===== src/rtl/ddr3_reset_init_seq_pkg.sv =====
// Shared types and constants for the DDR3 reset/CKE init sequencer.
// Holds the state encoding, default cycle counts and lane words.
package ddr3_init_pkg;

   typedef enum logic [2:0] {
      ST_IDLE     = 3'd0,
      ST_RST_HOLD = 3'd1,
      ST_CKE_WAIT = 3'd2,
      ST_XPR_WAIT = 3'd3,
      ST_DONE     = 3'd4
   } state_t;

   localparam int unsigned DEF_RESET_CYCLES = 33300;
   localparam int unsigned DEF_CKE_CYCLES   = 83250;
   localparam int unsigned DEF_XPR_CYCLES   = 64;
   localparam int unsigned DEF_CNT_W        = 17;

   localparam logic [3:0] LANE_LO = 4'b0000;
   localparam logic [3:0] LANE_HI = 4'b1111;

   function automatic logic [3:0] lane(input logic hi);
      return hi ? LANE_HI : LANE_LO;
   endfunction

endpackage


===== src/rtl/ddr3_reset_init_seq_if.sv =====
// Control interface between the memory controller and the init sequencer.
// master: drives start/reset_req pulses; slave: reports busy/init_done/state.
interface ddr3_init_ctrl_if;

   logic       start;
   logic       reset_req;
   logic       busy;
   logic       init_done;
   logic [2:0] state;

   modport master (
      output start,
      output reset_req,
      input  busy,
      input  init_done,
      input  state
   );

   modport slave (
      input  start,
      input  reset_req,
      output busy,
      output init_done,
      output state
   );

endinterface


===== src/rtl/ddr3_reset_init_seq_timer.sv =====
// Shared state timer: cleared on load, counts while enabled.
// Ports: i_clk, i_rst, i_load, i_en, i_last (terminal value), o_tc.
module ddr3_init_timer #(
   parameter int unsigned CNT_W = 17
) (
   input  logic             i_clk,
   input  logic             i_rst,
   input  logic             i_load,
   input  logic             i_en,
   input  logic [CNT_W-1:0] i_last,
   output logic             o_tc
);

   logic [CNT_W-1:0] r_cnt;

   always_ff @(posedge i_clk) begin
      if (i_rst || i_load) begin
         r_cnt <= '0;
      end else if (i_en) begin
         r_cnt <= r_cnt + 1'b1;
      end
   end

   assign o_tc = i_en && (r_cnt == i_last);

endmodule


===== src/rtl/ddr3_reset_init_seq.sv =====
// DDR3 power-up sequencer driving RESET_N/CKE serializer lane words.
// Ports: i_fab_clk, i_sync_rst, ctrl_if (slave), lane words, delay tie-offs.
module ddr3_reset_init_seq
   import ddr3_init_pkg::*;
#(
   parameter int unsigned RESET_CYCLES = DEF_RESET_CYCLES,
   parameter int unsigned CKE_CYCLES   = DEF_CKE_CYCLES,
   parameter int unsigned XPR_CYCLES   = DEF_XPR_CYCLES,
   parameter int unsigned CNT_W        = DEF_CNT_W
) (
   input  logic                i_fab_clk,
   input  logic                i_sync_rst,
   ddr3_init_ctrl_if.slave     ctrl_if,
   output logic [3:0]          o_reset_n_tx_data,
   output logic [3:0]          o_reset_n_oe_data,
   output logic [3:0]          o_cke_tx_data,
   output logic                o_reset_n_dly_move,
   output logic                o_reset_n_dly_dir,
   output logic                o_reset_n_dly_load
);

   state_t           r_state;
   state_t           w_next;
   logic [3:0]       r_rst_n;
   logic [3:0]       r_cke;
   logic             w_load;
   logic             w_en;
   logic             w_tc;
   logic [CNT_W-1:0] w_last;

   // Terminal value for the state currently being timed
   always_comb begin
      w_last = '0;
      w_en   = 1'b0;
      case (r_state)
         ST_RST_HOLD: begin
            w_last = CNT_W'(RESET_CYCLES - 1);
            w_en   = 1'b1;
         end
         ST_CKE_WAIT: begin
            w_last = CNT_W'(CKE_CYCLES - 1);
            w_en   = 1'b1;
         end
         ST_XPR_WAIT: begin
            w_last = CNT_W'(XPR_CYCLES - 1);
            w_en   = 1'b1;
         end
         default: begin
            w_last = '0;
            w_en   = 1'b0;
         end
      endcase
   end

   always_comb begin
      w_next = r_state;
      if (ctrl_if.reset_req) begin
         w_next = ST_RST_HOLD;
      end else begin
         case (r_state)
            ST_IDLE:     if (ctrl_if.start) w_next = ST_RST_HOLD;
            ST_RST_HOLD: if (w_tc) w_next = ST_CKE_WAIT;
            ST_CKE_WAIT: if (w_tc) w_next = ST_XPR_WAIT;
            ST_XPR_WAIT: if (w_tc) w_next = ST_DONE;
            ST_DONE:     w_next = ST_DONE;
            default:     w_next = ST_IDLE;
         endcase
      end
   end

   // reset_req in RST_HOLD keeps the state but must restart the hold
   assign w_load = ctrl_if.reset_req || (w_next != r_state);

   ddr3_init_timer #(
      .CNT_W (CNT_W)
   ) u_timer (
      .i_clk  (i_fab_clk),
      .i_rst  (i_sync_rst),
      .i_load (w_load),
      .i_en   (w_en),
      .i_last (w_last),
      .o_tc   (w_tc)
   );

   // Lane words decoded from next state so they move with STATE
   always_ff @(posedge i_fab_clk) begin
      if (i_sync_rst) begin
         r_state <= ST_IDLE;
         r_rst_n <= LANE_LO;
         r_cke   <= LANE_LO;
      end else begin
         r_state <= w_next;
         r_rst_n <= lane((w_next == ST_CKE_WAIT) ||
                         (w_next == ST_XPR_WAIT) ||
                         (w_next == ST_DONE));
         r_cke   <= lane((w_next == ST_XPR_WAIT) ||
                         (w_next == ST_DONE));
      end
   end

   assign o_reset_n_tx_data  = r_rst_n;
   assign o_reset_n_oe_data  = LANE_HI;
   assign o_cke_tx_data      = r_cke;
   assign o_reset_n_dly_move = 1'b0;
   assign o_reset_n_dly_dir  = 1'b0;
   assign o_reset_n_dly_load = 1'b0;

   assign ctrl_if.busy      = w_en;
   assign ctrl_if.init_done = (r_state == ST_DONE);
   assign ctrl_if.state     = r_state;

endmodule


===== src/flat_wrapper.sv =====
// flat-port wrapper written by rule: the top's interface ports become plain ports
module ddr3_reset_init_seq_flat import ddr3_init_pkg::*;
#(
   parameter int unsigned RESET_CYCLES = DEF_RESET_CYCLES,
   parameter int unsigned CKE_CYCLES   = DEF_CKE_CYCLES,
   parameter int unsigned XPR_CYCLES   = DEF_XPR_CYCLES,
   parameter int unsigned CNT_W        = DEF_CNT_W
)
  (i_fab_clk, i_sync_rst, o_reset_n_tx_data, o_reset_n_oe_data, o_cke_tx_data, o_reset_n_dly_move, o_reset_n_dly_dir, o_reset_n_dly_load, ctrl_if_start, ctrl_if_reset_req, ctrl_if_busy, ctrl_if_init_done, ctrl_if_state);
  ddr3_init_ctrl_if ctrl_if_i ();
  input  logic i_fab_clk;
  input  logic i_sync_rst;
  output logic [3:0] o_reset_n_tx_data;
  output logic [3:0] o_reset_n_oe_data;
  output logic [3:0] o_cke_tx_data;
  output logic o_reset_n_dly_move;
  output logic o_reset_n_dly_dir;
  output logic o_reset_n_dly_load;
  input wire logic [$bits(ctrl_if_i.start)-1:0] ctrl_if_start;
  input wire logic [$bits(ctrl_if_i.reset_req)-1:0] ctrl_if_reset_req;
  output wire logic [$bits(ctrl_if_i.busy)-1:0] ctrl_if_busy;
  output wire logic [$bits(ctrl_if_i.init_done)-1:0] ctrl_if_init_done;
  output wire logic [$bits(ctrl_if_i.state)-1:0] ctrl_if_state;
  assign ctrl_if_i.start = ctrl_if_start;
  assign ctrl_if_i.reset_req = ctrl_if_reset_req;
  assign ctrl_if_busy = ctrl_if_i.busy;
  assign ctrl_if_init_done = ctrl_if_i.init_done;
  assign ctrl_if_state = ctrl_if_i.state;
  ddr3_reset_init_seq #(.RESET_CYCLES(RESET_CYCLES), .CKE_CYCLES(CKE_CYCLES), .XPR_CYCLES(XPR_CYCLES), .CNT_W(CNT_W)) u_core (.i_fab_clk(i_fab_clk), .i_sync_rst(i_sync_rst), .ctrl_if(ctrl_if_i), .o_reset_n_tx_data(o_reset_n_tx_data), .o_reset_n_oe_data(o_reset_n_oe_data), .o_cke_tx_data(o_cke_tx_data), .o_reset_n_dly_move(o_reset_n_dly_move), .o_reset_n_dly_dir(o_reset_n_dly_dir), .o_reset_n_dly_load(o_reset_n_dly_load));
endmodule

===== config.mk =====
export PLATFORM = sky130hd
export DESIGN_NAME = ddr3_reset_init_seq_flat
export DESIGN_NICKNAME = d
export VERILOG_FILES = /design/src/rtl/ddr3_reset_init_seq_pkg.sv /design/src/rtl/ddr3_reset_init_seq_if.sv /design/src/rtl/ddr3_reset_init_seq_timer.sv /design/src/rtl/ddr3_reset_init_seq.sv /design/src/flat_wrapper.sv
export SDC_FILE = /design/constraint.sdc
export NUM_CORES = 1
export LEC_CHECK = 0
export BUFFER_PORTS_ARGS = -buffer_cell sky130_fd_sc_hd__clkbuf_2
export CORE_MARGIN = 2
export CORE_UTILIZATION = 40
export CTS_BUF_LIST = sky130_fd_sc_hd__clkbuf_4
export CTS_CLUSTER_SIZE = 28
export DETAILED_ROUTE_END_ITERATION = 6
export GPL_TIMING_DRIVEN = 0
export SLEW_MARGIN = 15
export SYNTH_ARGS = -nofsm -noshare
export SYNTH_HDL_FRONTEND = slang
export SYNTH_SLANG_ARGS = --single-unit
export TNS_END_PERCENT = 100

===== constraint.sdc =====
create_clock -name i_fab_clk -period 2 [get_ports i_fab_clk]
set_clock_uncertainty 0.1 [all_clocks]
set_input_delay 0 -clock i_fab_clk [delete_from_list [all_inputs] [get_ports i_fab_clk]]
set_output_delay 0 -clock i_fab_clk [all_outputs]
set_load 0.05 [all_outputs]

==> Word level (Yosys, flattened, before mapping) <==
Index checks and enable logic that the tools add are counted.
W data, S select, Z words.
{ "classes": {"reduce_logical": 8, "eq_ne": 9, "n_addsub": 1, "muxes": 10} }
{ "ops": {"columns": ["operator", "count"], "rows": [
  ["$pmux W17 S3", 1],
  ["$add A17 B1 Y17 const B", 1],
  ["$eq A17 B17 Y1", 1],
  ["$mux W3", 5],
  ["$pmux W3 S5", 1],
  ["$eq A3 B2 Y1 const B", 4],
  ["$mux W4", 2],
  ["$eq A3 B3 Y1 const B", 2],
  ["$logic_or A1 B1 Y1", 5],
  ["$eq A3 B1 Y1 const B", 1],
  ["$logic_not A3 Y1", 1],
  ["$ne A3 B3 Y1", 1],
  ["$reduce_or A3 Y1", 1],
  ["$logic_and A1 B1 Y1", 1],
  ["$mux W1", 1]
]} }
{ "word_totals": {"input_bits": 4, "word_cells": 32, "out_inout_bits": 20, "register_bits": 28} }

==> Depth between registers and ports, before layout <==
Gate-level depths: netlist of the first run.
{ "logic_depth": {"depth_word": 11, "mapped_depth": 7, "depth_no_buf": 5} }

==> By module <==
Synthesis of the first run repeated with hierarchy kept, for this count alone.
{ "unflattened": {"cells_unflattened": 161, "area_unflattened_um2": 1361.3} }
{ "by_module_without_submodules": {"columns": ["mod", "seq_area_each_um2", "cells_per_inst", "area_per_inst_um2", "instances"], "rows": [
  ["ddr3_init_timer", 340.3, 111, 965.9, 1],
  ["ddr3_reset_init_seq", 100.1, 50, 395.4, 1]
]} }

==> Worst setup path after synthesis of the first run <==
No wires, ideal clock.
{ "synth_path": {"path_kind": "reg2reg", "startpoint": "reg u_core.r_state[0] (netlist: u_core.ctrl_if.state[0])", "endpoint": "reg u_core.u_timer.r_cnt[10]", "t_arrival_ns": 2.064, "period_less_slack_ns": 2.278, "n_path_buf": 2, "setup_time_ns": 0.115, "required_time_ns": 1.785, "stages_incl_launch_ff": 8, "setup_slack_ns": -0.278, "path_cell_list": "dfxtp_1 o21ba_2 buf_4 mux2i_1 nor4_4 a31o_2 buf_6 nor2_1"} }
{ "synth_between": {"elab_chain_len": 10, "elab_cells_between_ends": 19} }
{ "synth_lines": {"columns": ["item", "line", "source"], "rows": [
  ["start: declaration", "ddr3_reset_init_seq.sv:22", "state_t r_state;"],
  ["start signal: assignment", "ddr3_reset_init_seq.sv:92", "r_state <= w_next;"],
  ["$eq A3 B1 Y1 or $eq A3 B2 Y1 (tied branches)", "ddr3_reset_init_seq.sv:35", "case (r_state)"],
  ["$reduce_or A3 Y1 (no source line) *", null, null],
  ["$mux W1 *", "ddr3_reset_init_seq.sv:35", null],
  ["net ctrl_if_busy", "flat_wrapper.sv:21", "output wire logic [$bits(ctrl_if_i.busy)-1:0] ctrl_if_busy;"],
  ["$logic_and A1 B1 Y1", "ddr3_reset_init_seq_timer.sv:24", "assign o_tc = i_en && (r_cnt == i_last);"],
  ["$mux W3, on equally long branches", "ddr3_reset_init_seq.sv:64, ddr3_reset_init_seq.sv:62, ddr3_reset_init_seq.sv:63", null],
  ["$pmux W3 S5", "ddr3_reset_init_seq.sv:60", "case (r_state)"],
  ["$mux W3", "ddr3_reset_init_seq.sv:57", "if (ctrl_if.reset_req) begin"],
  ["$ne A3 B3 Y1", "ddr3_reset_init_seq.sv:72", "assign w_load = ctrl_if.reset_req || (w_next != r_state);"],
  ["$logic_or A1 B1 Y1", "ddr3_reset_init_seq.sv:72", null],
  ["$logic_or A1 B1 Y1", "ddr3_reset_init_seq_timer.sv:17", "if (i_rst || i_load) begin"],
  ["end signal: assignment", "ddr3_reset_init_seq_timer.sv:20", "r_cnt <= r_cnt + 1'b1;"],
  ["end: declaration", "ddr3_reset_init_seq_timer.sv:14", "logic [CNT_W-1:0] r_cnt;"]
]} }
Mark *: on every way through the listed nets, which the timed path passes. The rest lies on a longest branch.
A chain may end at the register's enable or synchronous reset.

==> Worst setup path after layout of the first run <==
{ "layout_path": {"startpoint": "reg u_core.r_state[2] (netlist: u_core.ctrl_if.state[2])", "endpoint": "reg u_core.r_rst_n[2] (netlist: u_core.o_reset_n_tx_data[2])"} }
{ "layout_between": {"elab_chain_len": 11, "elab_cells_between_ends": 22} }
{ "layout_lines": {"columns": ["item", "line", "source"], "rows": [
  ["$eq A3 B2 Y1 or $eq A3 B1 Y1 (tied branches)", "ddr3_reset_init_seq.sv:35, ddr3_reset_init_seq.sv:60", null],
  ["$pmux W17 S3 or $reduce_or A3 Y1 (tied branches)", null, null],
  ["$eq A17 B17 Y1 or $mux W1 (tied branches)", "ddr3_reset_init_seq_timer.sv:24, ddr3_reset_init_seq.sv:35", null],
  ["$logic_and A1 B1 Y1", "ddr3_reset_init_seq_timer.sv:24", null],
  ["$mux W3, on equally long branches", "ddr3_reset_init_seq.sv:64, ddr3_reset_init_seq.sv:62, ddr3_reset_init_seq.sv:63", null],
  ["$pmux W3 S5 *", "ddr3_reset_init_seq.sv:60", null],
  ["$mux W3 *", "ddr3_reset_init_seq.sv:57", null],
  ["$eq A3 B2 Y1, on equally long branches", "ddr3_reset_init_seq.sv:93, ddr3_reset_init_seq.sv:94", null],
  ["$logic_or A1 B1 Y1", "ddr3_reset_init_seq.sv:93", "r_rst_n <= lane((w_next == ST_CKE_WAIT) ||"],
  ["$logic_or A1 B1 Y1 *", "ddr3_reset_init_seq.sv:94", "(w_next == ST_XPR_WAIT) ||"],
  ["$mux W4 *", "ddr3_reset_init_seq_pkg.sv:22", "return hi ? LANE_HI : LANE_LO;"],
  ["end signal: assignment", "ddr3_reset_init_seq.sv:93", null],
  ["end: declaration", "ddr3_reset_init_seq.sv:24", "logic [3:0] r_rst_n;"]
]} }
Every way passes the cells marked *; elsewhere a longest branch is shown, timed or not.

==> results of run 1 <==
final timing paths:
check,start,endpoint,slack [ns],depth (start not counted)
worst max register to register,u_core.ctrl_if.state[2]$_SDFF_PP0_,u_core.o_reset_n_tx_data[2]$_SDFF_PP0_,0.06,7
worst min-delay path,ctrl_if_start,u_core.ctrl_if.state[0]$_SDFF_PP0_,0.18,4
worst min register to register,u_core.u_timer.r_cnt[7]$_SDFFE_PP0P_,u_core.u_timer.r_cnt[7]$_SDFFE_PP0P_,0.42,2
worst max-delay path,u_core.ctrl_if.state[2]$_SDFF_PP0_,u_core.o_reset_n_tx_data[2]$_SDFF_PP0_,0.06,7
through the flow:
step | utilization | hold WS, ns | cell area [um2] | setup WS, ns
after floorplan | - | -0.00303 | 1340 | 0.00273
after global placement | 0.480 | 0.155 | 1480 | -0.0851
after detailed placement | 0.480 | 0.153 | 1480 | -0.0397
after CTS | 0.499 | 0.129 | 1540 | 0.00931
after global routing | 0.513 | 0.211 | 1580 | -0.0235
final | 0.513 | 0.177 | 1580 | 0.0556
worst max-delay path: stages (launching register included):
cell	delay (ns)
dfxtp_4	0.37
buf_6	0.13
nor3b_2	0.22
mux2i_2	0.12
nor4_4	0.36
buf_4	0.19
and3_1	0.21
o211ai_1	0.13
layer usage:
| metal | share of wire | vias up | global-route usage |
|---|---|---|---|
| met2 | 0.49 | 33 | 0.290 |
| met4 | 0.017 | 0 | 0.0466 |
| met5 | 0 | - | 0 |
| met1 | 0.46 | 512 | 0.187 |
| met3 | 0.038 | 8 | 0.0189 |
| li1 | - | 590 | - |
area by class of cell:
cell class	count	area (um2)
Buffer	19	148
Tap cell	44	55.1
Timing Repair Buffer	20	115
Clock buffer	3	22.5
Clock inverter	1	3.75
Fill cell	321	1500
Sequential cell	22	452
Inverter	6	22.5
Multi-Input combinational cell	118	759
cell usage in the layout, fill, tap and decap left out, drive strengths merged:
| cell type | instances |
|---|---|
| clkbuf | 20 |
| o211ai | 2 |
| nand3 | 7 |
| xor2 | 5 |
| o21ai | 5 |
| nor2 | 25 |
| a21oi | 5 |
| o22ai | 1 |
| mux2i | 4 |
| and4 | 2 |
| conb | 7 |
| xnor2 | 10 |
| nor3b | 1 |
| nand2 | 7 |
| a31o | 1 |
| buf | 20 |
| and3 | 2 |
| or2 | 2 |
| or3 | 3 |
| dfxtp | 22 |
| nor4 | 3 |
| inv | 6 |
| o2bb2ai | 1 |
| o21ba | 1 |
| dlygate4sd3 | 2 |
| nor2b | 2 |
| nand2b | 1 |
| o32ai | 1 |
| a311oi | 1 |
| nand3b | 1 |
| and2 | 2 |
| nor3 | 6 |
| nand4 | 7 |
| ha | 1 |
| clkinv | 1 |
| a2bb2oi | 1 |
| a31oi | 1 |
power by group through the flow:
stage               registers (W)  clock network (W)  logic, W
global placement         0.000459                  0  0.000165
detailed placement       0.000459                  0  0.000165
CTS                      0.000450           0.000216  0.000171
global route             0.000451           0.000230  0.000198
floorplan                0.000468                  0  0.000129
finish                   0.000450           0.000207  0.000185
state kept, by name, indices dropped and copies added (netlist names):
| name | count |
|---|---|
| u_core.ctrl_if.state | 3 |
| u_core.u_timer.r_cnt | 17 |
| u_core.o_reset_n_tx_data | 1 |
| u_core.o_cke_tx_data | 1 |
cell families after synthesis:
family,synth area share
other,0.00573
adders and majority gates,0.00954
buffers and inverters,0.130
AOI/OAI and AO/OA,0.106
DFF,0.336
and+or+nand+nor,0.282
xor gates and xnor gates,0.100
muxes,0.0305
repair_timing:
| item | 4_1_cts | 5_1_grt |
|---|---|---|
| pin swaps | 2 | 2 |
| endpoints found under the hold margin | 3 | 0 |
| resized for setup | 1 | 5 |
| buffers inserted | 1 | 1 |
| setup endpoints to repair | 11 | 13 |
| hold buffers | 2 | 0 |
==> results.md, run 1 <==
- Area contributors post-synth: dfxtp_1 (34%), buf_4 (8.0%), nor2_1 (7.2%)
- Initial core utilization: 0.426
- Final count of hold timing violations: 0
- Avg Inst Size Synth: 8.20 um2
- Clock sinks: 22
- Max-cap violations: 0
- WL/cell: 12.2 um
- Hold Crit Class: input pin to flop
- WP data arrival: 2.03 ns
- Async S/R FF share, synth: 0
- Setup CP Type: flop to flop
- Worst-Skew Late Latency: 0.31 ns
- Post-route DRC violation count: 0
- FF+latch count, synth: 22
- Yosys cell types: 38
- Dominant synthesized flop cell: dfxtp_1
- Power Density: 534 nW/um2
- Syn Inst Count: 160
- Root Driver: clkbuf_4
- DRT antenna net count: 0
- Sequential area share after synthesis: 0.336
- Slew Viols, Final: 0
- Die height: 61.3 um
- GRT Overall Usage: 0.157
- Most instantiated library cell after synthesis: nor2_1
- Min Tclk post-route: 1.94 ns
- Share of cells above drive strength 1: 0.275
- Lkg Pwr: 0.619 nW
- Number of core rows: 20
- Total number of vias: 1143
- Worst Path Required: 2.09 ns
- Initial antenna violation count: 0
- First-pass GRT wire length: 4.45 mm
- Post-synth top area share: 0.336
- EDFF count, synth: 0
- Total power: 0.000842 W
- Die Area: 3750 um2
- Part of the cycle the worst path needs: 0.972
- Setup-failing EPs final: 0
- Num CTS Buffers: 3
- Fmax achieved: 514 MHz
- Nature of the critical path endpoint: flop
- Drt pass-1 iters: 4
- P_sw: 0.000260 W
- Port Buf Inserts: 16
- RD Place Congestion: 0.908
- Area Overhead vs Synth: 20.3%
- Largest net degree at the start of global routing: 13
- Power share of the combinational group: 0.220
- Net Sw Frac: 0.308
- Total Wirelength: 2.84 mm
- Status: complete, no violations
- Crit-path max FO: 10
- Yosys top cell by area: dfxtp_1
- Vias per inst: 4.91
- Post-Syn Area: 1310 um2
- Deepest clock path buffer count: 2
- Diodes inserted: 0
- Sequential Power Share: 0.534
- Core area: 3080 um2
- Post-synth top cells: nor2_1 (25), dfxtp_1 (22), buf_4 (14), xnor2_1 (10)
- IO Count: 24
- Nets: 195
- Number of global-route vias before repair: 1049
- DPL Wire Length: 1.99 mm
- Internal power: 0.000582 W
- CTS tree: yes
- CTS HTree Levels: 1
- Synth Warn #: 0
- DR iter-0 viols: 101
- CP Launch Type: flop
- GRT overflow: 0
- Die W: 61.3 um
- Post-layout instance count excluding filler cells: 233
- CTS clk-pin slew, worst paths: 0.12 ns
- Max rail drop VDD: 321 uV
- Setup TNS Final: 0 ns
- Clock power share: 0.246
- Inst Count DP: 225
No activity file was read; power rests on OpenSTA's default activity.
==> run 2, diff against run 1 <==
CORE_ASPECT_RATIO = 0.5   (was default)
HOLD_SLACK_MARGIN = 0.02   (was default)
==> run 2 against run 1 <==
Compared with the run above: setup slack better by 0.035 ns; count of clock-buffer cells in the layout unchanged; maximum frequency up 1.8%; clock power up 69%; combinational power down 3%; non-clock buffer count unchanged; via count down 0.35%; sequential share of layout area down 0.18 points; critical endpoint is now u_core.u_timer.r_cnt[12]$_SDFFE_PP0P_.
==> results.md, run 2 (synthesized netlist as in run 1, its figures left out) <==
- Largest net degree at the start of global routing: 14 (+1)
- Post-route cell area: 1590 um2 (+0.63%)
- Post-layout instance count excluding filler cells: 229 (-1.7%)
- Lkg Pwr: 0.629 nW (+1.6%)
- FF-to-FF Start: u_core.ctrl_if.state[2]$_SDFF_PP0_
- Power Density: 617 nW/um2 (+16%)
- Num CTS Buffers: 3 (unchanged)
- Setup CP Type: flop to flop
- Port Buf Inserts: 16 (unchanged)
- Worst setup path endpoint: u_core.u_timer.r_cnt[12]$_SDFFE_PP0P_
- Number of core rows: 14 (-30%)
- Hold Crit Class: input pin to flop
- Total number of vias: 1139 (-0.35%)
- Area occupied by multi-input gates: 748 um2 (-1.5%)
- Worst Reg-to-Reg Cells: 7 (unchanged)
- Nets: 195 (unchanged)
- Post-DP Area: 1470 um2 (-0.34%)
- Most frequent cells in the layout: nor2_1 (25), dfxtp_1 (19), buf_4 (16), clkbuf_2 (16), xnor2_1 (10)
- Max-cap violations: 0 (unchanged)
- Logic depth of the worst setup path including buffers: 7 (unchanged)
- Hold Path Depth: 5 (+1)
- IO Count: 24 (unchanged)
- Critical path buffers and inverters: 2 (unchanged)
- Commonest non-fill, non-tap cell in the layout: nor2_1
- Drt pass-1 iters: 4 (unchanged)
- Pre-CTS setup slack: -0.0505 ns (-0.0108 ns)
- Slew Viols, Final: 0 (unchanged)
- WP data arrival: 2.04 ns (about the same)
- Total Wirelength: 2.65 mm (-6.7%)
- CTS clk-pin slew, worst paths: 0.13 ns (about the same)
- CP Launch Type: flop
- Final count of hold timing violations: 0 (unchanged)
- DRT antenna net count: 0 (unchanged)
- DPL Wire Length: 1.92 mm (-3.5%)
- Clock sinks: 22 (unchanged)
- WL/cell: 11.6 um (-5.0%)
- FILL cells: 293 (-8.7%)
- Initial core utilization: 0.428 (+0.00174)
- Root Driver: clkbuf_4
- Sequential cell area: 452 um2 (unchanged)
- Crit-path cells: buf_6 > nand2b_1 > or3_1 > a2bb2oi_4 > a31o_2 > buf_6 > nor2_1
- Unrepaired setup endpoints after global routing: no
- Area Overhead vs Synth: 21.1%
- Die W: 85.0 um (+39%)
- Min Tclk post-route: 1.91 ns (-0.0352 ns)
- GRT overflow: 0 (unchanged)
- Share of cells above drive strength 1: 0.275 (unchanged)
- Critical path launch point: u_core.ctrl_if.state[2]$_SDFF_PP0_
- CTS tree: yes
- Max reg flops: 17 (unchanged)
- Max rail drop VDD: 420 uV (+31%)
- RD Place Congestion: 0.770 (-15%)
- Worst-Skew Late Latency: 0.32 ns (about the same)
- First-pass GRT wire length: 4.26 mm (-4.3%)
- Die height: 44.5 um (-27%)
- R2R Path End: u_core.u_timer.r_cnt[12]$_SDFFE_PP0P_
- Most flop-heavy register: u_core.u_timer.r_cnt
- Most used cell along the critical path: buf_6
- Post-route DRC violation count: 0 (unchanged)
- Final WS setup: 0.0908 ns (+0.0352 ns)
- Vias per inst: 4.97 (+1.4%)
- DR iter-0 viols: 49 (-51%)
- Setup-failing EPs final: 0 (unchanged)
- Hold_ws: 0.111 ns (-0.0658 ns)
- R2r setup slk: 0.09 ns (+0.04 ns)
- Deepest clock path buffer count: 2 (unchanged)
- Worst Path Required: 2.13 ns (+0.04 ns)
- Number of global-route vias before repair: 948 (-9.6%)
- Critical Path Max Stage Delay: 0.40 ns (+0.03 ns)
- Die Area: 3780 um2 (+0.74%)
- Fmax achieved: 524 MHz (+1.8%)
- Worst path slowest cell: or3_1
- CTS HTree Levels: 1 (unchanged)
- Status: complete, no violations
- GRT Overall Usage: 0.145 (-0.0121)
- Nature of the critical path endpoint: flop
- Inst Count DP: 221 (-1.8%)
- Crit-path max FO: 10 (unchanged)
- Top Family by Delay on Critical Path: simple AND/OR/NAND/NOR gates
- Part of the cycle the worst path needs: 0.955 (-0.0176)
- Initial antenna violation count: 0 (unchanged)
- Diodes inserted: 0 (unchanged)
- Core area: 3070 um2 (-0.41%)
==> run 2: tightest hold or removal path: stages <==
cell and delay [ns]:
clkbuf_2 0.09, nand2_1 0.05, o211ai_1 0.11, buf_4 0.17
nor2_1 0.09
==> run 2: power breakdown <==
group | total [W] | internal (W) | switching (W)
logic | 0.000179 | 0.0000658 | 0.000114
registers | 0.000450 | 0.000441 | 0.00000863
clock network | 0.000350 | 0.000203 | 0.000147
==> run 2: how the worst min path moves through the flow <==
stage / start / end
detailed placement: i_sync_rst / u_core.ctrl_if.state[0]$_SDFF_PP0_
floorplan: i_sync_rst / u_core.ctrl_if.state[0]$_SDFF_PP0_
global placement: i_sync_rst / u_core.ctrl_if.state[0]$_SDFF_PP0_
finish: ctrl_if_start / u_core.u_timer.r_cnt[3]$_SDFFE_PP0P_
CTS: ctrl_if_start / u_core.u_timer.r_cnt[0]$_SDFFE_PP0P_
global route: ctrl_if_start / u_core.u_timer.r_cnt[3]$_SDFFE_PP0P_
==> run 2: layout make-up <==
class	instances	area share
Buffer	19	0.0930
Clock buffer	3	0.0142
Clock inverter	1	0.0189
Inverter	6	0.0142
Multi-Input combinational cell	118	0.471
Sequential cell	22	0.284
Tap cell	40	0.0315
Timing Repair Buffer	20	0.0725
==> run 2: per-stage QoR <==
stage,TNS [ns],power (W),utilization
after floorplan,0,0.000597,-
after global placement,-0.636,0.000624,0.480
after detailed placement,-0.455,0.000624,0.480
after CTS,0,0.000978,0.506
after global routing,0,0.00102,0.518
final,0,0.000979,0.518
==> run 2: repair_timing <==
action | in CTS | in global routing
endpoints found under the setup margin | 12 | 11
hold endpoints to repair | 4 | 0
hold buffers | 2 | 0
pin swaps | 1 | 3
resized for setup | 1 | 3
setup buffers | 0 | 2
==> run 2: routing by layer <==
| layer | share of wire | global-route usage | up-vias |
|---|---|---|---|
| met1 | 0.50 | 0.188 | 516 |
| met3 | 0.055 | 0.0448 | 2 |
| met5 | 0 | 0 | - |
| met2 | 0.43 | 0.242 | 29 |
| met4 | 0.0060 | 0.0286 | 0 |
| li1 | - | - | 592 |
